===== src/rtl/rf_pkg.sv =====
// Shared types and sizing helpers for the single-port register file and its interface.
package rf_pkg;

    typedef enum logic [2:0] {
        CLR  = 3'd0,
        IDLE = 3'd1,
        RD1  = 3'd2,
        RD2  = 3'd3,
        DONE = 3'd4
    } rf_state_t;

    localparam logic [31:0] RF_ZERO = 32'h0000_0000;

    function automatic int RF_DEPTH(input bit embedded);
        return embedded ? 16 : 32;
    endfunction

    function automatic int RF_AW(input bit embedded);
        return embedded ? 4 : 5;
    endfunction

endpackage


===== src/rtl/rf_drsw_intf.sv =====
// Operand-fetch bundle between the decode sequencer (to_rf) and the register file (from_rf).
interface rf_drsw_intf #(
    parameter bit embedded = 1'b1
);
    import rf_pkg::*;

    localparam int AW = RF_AW(embedded);

    logic [AW-1:0] RdAddr;
    logic [AW-1:0] Rs1Addr;
    logic [AW-1:0] Rs2Addr;
    logic [31:0]   RdData;
    logic [31:0]   Rs1Data;
    logic [31:0]   Rs2Data;

    modport from_rf (
        input  RdAddr, Rs1Addr, Rs2Addr, RdData,
        output Rs1Data, Rs2Data
    );

    modport to_rf (
        output RdAddr, Rs1Addr, Rs2Addr, RdData,
        input  Rs1Data, Rs2Data
    );

endinterface


===== src/rtl/rf_sp_ram.sv =====
// Single-port RAM: synchronous write, registered 1-cycle read, no reset.
// Kept behavioural so it can be swapped one-for-one with a vendor macro.
module rf_sp_ram #(
    parameter int DEPTH = 16,
    parameter int WIDTH = 32,
    parameter int AW    = $clog2(DEPTH)
) (
    input  logic             clk,
    input  logic             we,
    input  logic [AW-1:0]    addr,
    input  logic [WIDTH-1:0] wdata,
    output logic [WIDTH-1:0] rdata
);

    logic [WIDTH-1:0] mem_r [DEPTH];

    // Array write and registered read share the one address.
    always_ff @(posedge clk) begin
        if (we) begin
            mem_r[addr] <= wdata;
        end
        rdata <= mem_r[addr];
    end

endmodule


===== src/rtl/rf_sp_sweep_regfile.sv =====
// Register file on one single-port RAM; two operand reads serialised by a small FSM.
// Optional RF_CLEAR_ON_RESET_EN: zero-sweep of x1..xN-1 after reset release.
module rf_sp_sweep_regfile
    import rf_pkg::*;
#(
    parameter bit EMBEDDED = 1'b1
) (
    input  logic         clk,
    input  logic         rst_n,
    rf_drsw_intf.from_rf rf,
    input  logic         rd_we,
    input  logic         rs_req,
    output logic         rf_ready,
    output logic         rs_valid
);

    localparam int DEPTH = RF_DEPTH(EMBEDDED);
    localparam int AW    = RF_AW(EMBEDDED);
    localparam logic [AW-1:0] ADDR_ZERO = {AW{1'b0}};

`ifdef RF_CLEAR_ON_RESET_EN
    localparam rf_state_t     RESET_STATE = CLR;
    localparam logic [AW-1:0] ADDR_ONE    = {{(AW-1){1'b0}}, 1'b1};
    localparam logic [AW-1:0] ADDR_LAST   = AW'(DEPTH - 1);
    logic [AW-1:0] clr_cnt_r;
`else
    localparam rf_state_t RESET_STATE = IDLE;
`endif

    rf_state_t     state_r, state_s;
    logic          ready_r, ready_s;
    logic          valid_r;
    logic [AW-1:0] rs1_addr_r, rs2_addr_r;
    logic [31:0]   hold_r;
    logic [31:0]   rs1_data_r, rs2_data_r;
    logic          ram_we_s;
    logic [AW-1:0] ram_addr_s;
    logic [31:0]   ram_wdata_s;
    logic [31:0]   ram_rdata_s;
    logic          accept_req_s;

    assign accept_req_s = (state_r == IDLE) && ready_r && rs_req;

    // Next state and RAM port arbitration between sweep, writes and operand reads.
    always_comb begin
        state_s     = state_r;
        ram_we_s    = 1'b0;
        ram_addr_s  = rf.RdAddr;
        ram_wdata_s = rf.RdData;
        case (state_r)
            CLR: begin
`ifdef RF_CLEAR_ON_RESET_EN
                ram_we_s    = 1'b1;
                ram_addr_s  = clr_cnt_r;
                ram_wdata_s = RF_ZERO;
                if (clr_cnt_r == ADDR_LAST) begin
                    state_s = IDLE;
                end else begin
                    state_s = CLR;
                end
`else
                state_s = IDLE;
`endif
            end
            IDLE: begin
                if (ready_r) begin
                    // x0 is hard-wired; the write lands before a same-cycle request reads it.
                    ram_we_s = rd_we && (rf.RdAddr != ADDR_ZERO);
                    if (rs_req) begin
                        state_s = RD1;
                    end else begin
                        state_s = IDLE;
                    end
                end else begin
                    state_s = IDLE;
                end
            end
            RD1: begin
                ram_addr_s = rs1_addr_r;
                state_s    = RD2;
            end
            RD2: begin
                ram_addr_s = rs2_addr_r;
                state_s    = DONE;
            end
            DONE: begin
                state_s = IDLE;
            end
            default: begin
                state_s = RESET_STATE;
            end
        endcase
        // Ready stays low for the rs_valid cycle, giving one read per four cycles.
        ready_s = (state_s == IDLE) && (state_r != DONE);
    end

    // FSM state, handshake flags, latched addresses and operand registers.
    always_ff @(posedge clk or negedge rst_n) begin
        if (!rst_n) begin
            state_r    <= RESET_STATE;
            ready_r    <= 1'b0;
            valid_r    <= 1'b0;
            rs1_addr_r <= ADDR_ZERO;
            rs2_addr_r <= ADDR_ZERO;
            hold_r     <= RF_ZERO;
            rs1_data_r <= RF_ZERO;
            rs2_data_r <= RF_ZERO;
        end else begin
            state_r <= state_s;
            ready_r <= ready_s;
            valid_r <= (state_r == DONE);
            if (accept_req_s) begin
                rs1_addr_r <= rf.Rs1Addr;
                rs2_addr_r <= rf.Rs2Addr;
            end
            if (state_r == RD2) begin
                hold_r <= (rs1_addr_r == ADDR_ZERO) ? RF_ZERO : ram_rdata_s;
            end
            if (state_r == DONE) begin
                rs1_data_r <= hold_r;
                rs2_data_r <= (rs2_addr_r == ADDR_ZERO) ? RF_ZERO : ram_rdata_s;
            end
        end
    end

`ifdef RF_CLEAR_ON_RESET_EN
    // Sweep address counter; restarts from x1 on every reset.
    always_ff @(posedge clk or negedge rst_n) begin
        if (!rst_n) begin
            clr_cnt_r <= ADDR_ONE;
        end else if (state_r == CLR) begin
            clr_cnt_r <= clr_cnt_r + ADDR_ONE;
        end else begin
            clr_cnt_r <= clr_cnt_r;
        end
    end
`endif

    rf_sp_ram #(
        .DEPTH (DEPTH),
        .WIDTH (32),
        .AW    (AW)
    ) u_ram (
        .clk   (clk),
        .we    (ram_we_s),
        .addr  (ram_addr_s),
        .wdata (ram_wdata_s),
        .rdata (ram_rdata_s)
    );

    assign rf.Rs1Data = rs1_data_r;
    assign rf.Rs2Data = rs2_data_r;
    assign rf_ready   = ready_r;
    assign rs_valid   = valid_r;

endmodule


===== src/flat_wrapper.sv =====
// flat-port wrapper written by rule: the top's interface ports become plain ports
module rf_sp_sweep_regfile_flat import rf_pkg::*;
#(
    parameter bit EMBEDDED = 1'b1
)
  (clk, rst_n, rd_we, rs_req, rf_ready, rs_valid, rf_RdAddr, rf_Rs1Addr, rf_Rs2Addr, rf_RdData, rf_Rs1Data, rf_Rs2Data);
  rf_drsw_intf #(.embedded(EMBEDDED)) rf_i ();
  input  logic clk;
  input  logic rst_n;
  input  logic rd_we;
  input  logic rs_req;
  output logic rf_ready;
  output logic rs_valid;
  input wire logic [$bits(rf_i.RdAddr)-1:0] rf_RdAddr;
  input wire logic [$bits(rf_i.Rs1Addr)-1:0] rf_Rs1Addr;
  input wire logic [$bits(rf_i.Rs2Addr)-1:0] rf_Rs2Addr;
  input wire logic [$bits(rf_i.RdData)-1:0] rf_RdData;
  output wire logic [$bits(rf_i.Rs1Data)-1:0] rf_Rs1Data;
  output wire logic [$bits(rf_i.Rs2Data)-1:0] rf_Rs2Data;
  assign rf_i.RdAddr = rf_RdAddr;
  assign rf_i.Rs1Addr = rf_Rs1Addr;
  assign rf_i.Rs2Addr = rf_Rs2Addr;
  assign rf_i.RdData = rf_RdData;
  assign rf_Rs1Data = rf_i.Rs1Data;
  assign rf_Rs2Data = rf_i.Rs2Data;
  rf_sp_sweep_regfile #(.EMBEDDED(EMBEDDED)) u_core (.clk(clk), .rst_n(rst_n), .rf(rf_i), .rd_we(rd_we), .rs_req(rs_req), .rf_ready(rf_ready), .rs_valid(rs_valid));
endmodule

===== config.mk =====
export PLATFORM = sky130hd
export DESIGN_NAME = rf_sp_sweep_regfile_flat
export DESIGN_NICKNAME = d
export VERILOG_FILES = /design/src/rtl/rf_pkg.sv /design/src/rtl/rf_drsw_intf.sv /design/src/rtl/rf_sp_ram.sv /design/src/rtl/rf_sp_sweep_regfile.sv /design/src/flat_wrapper.sv
export SDC_FILE = /design/constraint.sdc
export NUM_CORES = 1
export LEC_CHECK = 0
export BUFFER_PORTS_ARGS = -buffer_cell sky130_fd_sc_hd__buf_4
export CAP_MARGIN = 20
export CORE_MARGIN = 2
export CORE_UTILIZATION = 50
export CTS_CLUSTER_SIZE = 40
export DETAILED_ROUTE_END_ITERATION = 10
export PLACE_DENSITY = 0.75
export SKIP_LAST_GASP = 1
export SYNTH_ARGS = -nofsm -noshare
export SYNTH_HDL_FRONTEND = slang
export SYNTH_SLANG_ARGS = --single-unit

===== constraint.sdc =====
create_clock -name clk -period 5.1 [get_ports clk]
set_input_delay 0.765 -clock clk [delete_from_list [all_inputs] [get_ports clk]]
set_output_delay 0.765 -clock clk [all_outputs]
set_load 0.005 [all_outputs]

==> results of run 1 <==
==> kinds of logic after synthesis <==
| group | Yosys count | share of synthesized area, % |
|---|---|---|
| and+or+nand+nor | 493 | 7.694 |
| other | 1 | 0.01530 |
| DFF | 653 | 76.48 |
| buffers and inverters | 118 | 2.415 |
| AOI/OAI and AO/OA | 388 | 11.19 |
| muxes | 49 | 2.200 |
==> metal layers <==
layer	track usage (%)	part of all wire (%)	wire, um
met1	29.34	42	22530
met2	33.09	47	25360
met3	4.159	7.7	4125
met4	6.964	2.6	1413
met5	0	0	0
==> registers in the layout, indices dropped and copies added, names as in the netlist <==
name,count
u_core.rs1_addr_r,4
u_core.u_ram.rdata,32
u_core.u_ram.mem_r,512
u_core.hold_r,32
u_core.rs_valid,1
u_core.rf.Rs2Data,32
u_core.rf_ready,1
u_core.rs2_addr_r,4
u_core.rf.Rs1Data,32
u_core.state_r,3
==> final timing paths <==
check / start / depth (start not counted) / slack (ns) / end
max: u_core.state_r[1] / 4 / 1.57 / u_core.u_ram.mem_r[3][5]
min: rst_n / 1 / 0.26 / u_core.rf.Rs2Data[0]
max reg2reg: u_core.state_r[1] / 4 / 1.57 / u_core.u_ram.mem_r[3][5]
min reg2reg: u_core.hold_r[0] / 2 / 0.47 / u_core.rf.Rs1Data[0]
max in group asynchronous: rst_n / 2 / 3.76 / u_core.rf.Rs1Data[17]
min in group clk: rf_Rs2Addr[3] / 2 / 0.41 / u_core.rs2_addr_r[3]
==> cells in the final DEF (no fill, tap or decap), types with 32 or more instances in the layout <==
cell       Yosys  layout
a21oi_1      161     161
a221oi_1      32      32
a22o_1        64      64
a22oi_1       32      32
a32oi_1       96      96
buf_4          6     129
clkbuf_16      0      61
conb_1         1      32
dfrtp_1      108     108
dfxtp_1       32      32
edfxtp_1     512     512
mux2i_1       34      34
nand2_1      461     459
==> final cells by class <==
class | count | area, sq um | area share, %
multi-input cells | 962 | 5429 | 19.20
clock buffers | 71 | 1584 | 5.601
clock inverters | 38 | 555.5 | 1.964
well taps | 622 | 778.2 | 2.752
inverters | 4 | 15.01 | 0.05309
flip-flops and latches | 653 | 18740 | 66.28
repair buffers | 139 | 1176 | 4.159
==> worst max-delay path, cell delays in order, from the launching register on <==
cell and delay [ns]:
dfrtp_1 0.42, nor2b_1 0.71, mux2_2 0.36, nand2_2 0.55, nor2_4 1.07
==> through the flow <==
step	std cells	area, sq um
after detailed placement	2379	26120
final	2489	28280
after global placement	2373	25990
after global routing	2489	28280
after CTS	2488	28250
after floorplan	1733	24620
==> Yosys cell counts <==
cell,count,area share [%]
a21oi_1,161,3.3
a221oi_1,32,1.1
a22o_1,64,2.3
a22oi_1,32,0.98
a32oi_1,96,3.4
and4_1,1,0.036
buf_1,4,0.061
buf_2,32,0.65
buf_4,6,0.18
buf_6,11,0.51
clkbuf_1,60,0.92
clkbuf_4,1,0.031
clkinv_1,1,0.015
conb_1,1,0.015
dfrtp_1,108,11
dfstp_2,1,0.11
dfxtp_1,32,2.6
edfxtp_1,512,63
inv_1,3,0.046
mux2_2,11,0.51
mux2_4,2,0.12
mux2i_1,34,1.4
mux2i_4,2,0.18
nand2_1,461,7.1
nand2b_1,1,0.026
nand3_1,1,0.020
nor2_1,22,0.34
nor2b_1,1,0.026
nor3b_1,1,0.031
nor4_1,2,0.051
nor4bb_1,1,0.041
o21ai_0,3,0.061
or3b_2,1,0.036
or4_1,1,0.031
==> power by group through the flow <==
stage / sequential, W / clock, W / combinational, W
after floorplan: 0.00678 / 0 / 0.00221
after CTS: 0.00684 / 0.00485 / 0.00332
after global routing: 0.00690 / 0.00506 / 0.00365
final: 0.00685 / 0.00479 / 0.00332
after global placement: 0.00692 / 0 / 0.00315
after detailed placement: 0.00694 / 0 / 0.00329
==> impl_metrics.tcl, run 1 <==
set metrics [dict create \
    core_area_sq_um 48650 \
    cts_tree "yes" \
    synth_seq_cells 653 \
    dr_total_vias 14700 \
    worst_pin_slew_ns 1.082 \
    synth_warnings 0 \
    power_leakage_nw 10.38 \
    holdBufCountCts 0 \
    worstHoldPathType "primary input to async pin" \
    power_switching_w 0.004351 \
    clkPwrFrac_pct 32.0 \
    crit_path_end_kind "register" \
    synthesis.area_sq_um 24510 \
    nFillCells 3560 \
    slew_viol_final 0 \
    dieArea_sq_um 50800 \
    status "complete, no violations" \
    final_util_pct 58.14 \
    arrival_ns 3.73 \
    preCtsSetupSlack_ns 1.515 \
    path_class "register to register" \
    synth_cell_types 34 \
    finalHoldViolCount 0 \
    die_x_um 225.4 \
    groute.usage.overall_pct 20.93 \
    clock_latency_ns 0.59 \
    path_max_fanout 35 \
    period_needed_ns 3.529 \
    syn_avg_cell_area_sq_um 14.40 \
    layout-drive-gt1-share_pct 14.78 \
    drc_errors 0 \
    grt_pass1_wl_um 81780 \
    final.setup_skew_ns 0.01262 \
    num_antenna_cells 0 \
    drt-initial-drc-count 1884 \
    slew_headroom_pct 27.68 \
    pin_count 114 \
    cts_buffers 58 \
    grt_pass1_vias 14260 \
    cts_htree_levels 2 \
    critPathLaunchType "register" \
    num_rows 81 \
    p_int_w 0.01061 \
    finalCritPeriodShare_pct 69.20 \
    ant_nets 0 \
    fin_total_pwr_w 0.01496 \
    final_nets 1866 \
    ir_drop_v 0.0003283 \
    combPwrFrac_pct 22.2 \
    seq_power_share_pct 45.8 \
    clockBufferDepth 3 \
    drv_cap 0 \
    worst_hold_slack_ns 0.2641 \
    die_y_um 225.4 \
    power_density_nw_per_um2 529.1 \
    cp.required_ns 5.30 \
    vias_per_cell 5.905 \
    setup_slack_ns 1.571 \
    dr.pass1.iters 5 \
    setup_viol 0 \
    swShare_pct 29.08 \
    ctsResizeCount 0 \
    cts_sinks 653 \
    clkSlewWorstSetupHoldPaths_ns 0.06 \
    gr-total-overflow 0 \
    wire_per_inst_um 21.46 \
    synthCells 1702 \
    tns_ns 0 \
    cts_setup_buffers 0 \
    area_growth_pct 15.40 \
    grt_setup_unrepaired "no" \
    max_freq_mhz 283.3 \
    gp_congestion 0.7957 \
    portBuffers 113 \
    synth_seq_area_share_pct 76.48 \
    start_util_pct 50.38 \
    antenna_found_initial 0 \
    routed_wl_um 53420 \
    dp_hpwl_um 30250 \
    grt_max_degree 189 \
    cts_root_buf "clkbuf_16" \
]
Note: power is estimated with default switching activity, not from simulation.
==> run 2: changes to the inputs <==
==> constraint.sdc (replaced) <==
create_clock -name clk -period 3.4 [get_ports clk]
set_input_delay 0.51 -clock clk [delete_from_list [all_inputs] [get_ports clk]]
set_output_delay 0.51 -clock clk [all_outputs]
set_load 0.005 [all_outputs]
==> run 2 against run 1 <==
Net effect:
- global-route usage grew 0.25 points
- register-to-register slack lost 1.3 ns
- die area is the same
- final cell count grew 0.60%
- sequential power grew 50%
- clock skew is essentially flat
- final area grew 0.11%
- via count grew 0.81%
- clock-buffer cell count grew 6
- worst hold slack lost 0.26 ns
- combinational power grew 52%
- largest cell class unchanged
==> impl_metrics.tcl, run 2 (synthesis gave the netlist of run 1 again) <==
set metrics [dict create \
    status "complete, no violations" \
    grt_setup_unrepaired "no" \
    core_area_sq_um 48650 \
    vias_per_cell 5.917 \
    dr_total_vias 14820 \
    stdcell_area_sq_um 28310 \
    die_y_um 225.4 \
    pin_count 114 \
    grt_pass1_wl_um 82390 \
    portBuffers 113 \
    r2r-start "u_core.state_r[0]" \
    setup_viol 0 \
    clockBufferDepth 3 \
    antenna_found_initial 2 \
    largest_register "u_core.u_ram.mem_r" \
    slew_viol_final 0 \
    r2r_end "u_core.u_ram.mem_r[2][1]" \
    cts_root_buf "clkbuf_16" \
    nFillCells 3522 \
    holdBufCountCts 0 \
    slew_headroom_pct 34.09 \
    dr.pass1.iters 5 \
    worst-r2r-setup-slack_ns 0.28 \
    largest_register_ff_count 512 \
    arrival_ns 3.42 \
    area_growth_pct 15.53 \
    period_needed_ns 3.121 \
    routed_wl_um 54160 \
    layout-drive-gt1-share_pct 14.83 \
    cts_sinks 653 \
    final_nets 1880 \
    placed_area_sq_um 26330 \
    gr-total-overflow 0 \
    reg2reg_depth 6 \
    drt-initial-drc-count 1714 \
    finalCritPeriodShare_pct 91.79 \
    num_rows 81 \
    finalHoldViolCount 0 \
    cts_htree_levels 2 \
    endpoint "u_core.u_ram.mem_r[2][1]" \
    die_x_um 225.4 \
    mostFrequentLayoutCells "512 x edfxtp_1, 459 x nand2_1, 161 x a21oi_1" \
    cts_setup_buffers 0 \
    ant_nets 0 \
    gp_congestion 0.7983 \
    drv_cap 0 \
    wire_per_inst_um 21.63 \
    layout_commonest_cell "edfxtp_1" \
    drc_errors 0 \
    critPathLaunchType "register" \
    crit_start "u_core.state_r[0]" \
    clock_latency_ns 0.61 \
    tns_ns 0 \
    max_freq_mhz 320.4 \
    path_class "register to register" \
    seqCellArea_sq_um 18740 \
    worstHoldPathType "primary input to async pin" \
    dp_hpwl_um 29730 \
    worst_hold_slack_ns 0.001313 \
    final_util_pct 58.20 \
    path_max_fanout 23 \
    cts_tree "yes" \
    crit_path_end_kind "register" \
    final.setup_skew_ns 0.01253 \
    grt_pass1_vias 14460 \
    grt_max_degree 169 \
    ctsResizeCount 0 \
    start_util_pct 50.38 \
    groute.usage.overall_pct 21.18 \
    power_leakage_nw 10.40 \
    multi_input_area_sq_um 5429 \
    power_density_nw_per_um2 778.6 \
    cp.required_ns 3.70 \
    ir_drop_v 0.0004827 \
    cts_buffers 58 \
    worst_pin_slew_ns 0.9863 \
    clkSlewWorstSetupHoldPaths_ns 0.07 \
    dieArea_sq_um 50800 \
]
-- run 2: cell types whose count changed in the layout (fill, tap and decap cells not counted), sizes merged --
cell and delta:
buf +14, diode +1, inv -2, clkinvlp -3, bufinv -7, clkinv +6
clkbuf +6
-- run 2: area by class of cell --
type                       count  share of cell area, %
antenna                        1               0.008839
clock buffer                  77                  5.851
clock inverter                32                  1.149
inverter                       4                0.05303
multi-input combinational    962                  19.18
sequential                   653                  66.21
tap                          622                  2.749
timing repair buffer         153                  4.808
-- run 2: power breakdown --
group          total, W  switching [W]  internal (W)
registers        0.0103       0.000688       0.00962
clock network   0.00670        0.00277       0.00394
logic           0.00504        0.00303       0.00200
total            0.0220        0.00649        0.0156
-- run 2: routing by layer --
layer,track usage (%),routed length [um],vias to the layer above
li1,-,-,6625
met1,29.15,22240,7361
met2,33.91,25560,719
met3,4.472,4879,109
met4,6.943,1464,2
met5,0,13,-
-- run 2: worst min path at each step --
stage                            startpoint                    end  slack (ns)  cells after the start
after floorplan                       rst_n       u_core.hold_r[0]        0.21                      0
after global placement    u_core.hold_r[12]  u_core.rf.Rs1Data[12]        0.46                      2
after detailed placement   u_core.hold_r[0]   u_core.rf.Rs1Data[0]        0.46                      2
after CTS                             rst_n       u_core.hold_r[9]        0.03                      1
after global routing                  rst_n       u_core.hold_r[9]        0.08                      1
final                                 rst_n       u_core.hold_r[9]       0.001                      1
-- run 2: per-stage QoR --
stage	setup slack [ns]	total power [W]	cells
CTS	0.2646	0.02209	2503
floorplan	-0.1630	0.01349	1733
global route	0.09573	0.02297	2504
detailed placement	0.2868	0.01543	2394
global placement	0.3293	0.01521	2394
finish	0.2791	0.02204	2504
-- run 2: critical path: stages (launching register included) --
cell	delay [ns]
dfstp_2	0.63
nor4bb_1	0.47
nand3_1	0.14
nor2_1	0.14
nand2_1	0.25
nor2_4	0.82
buf_4	0.35
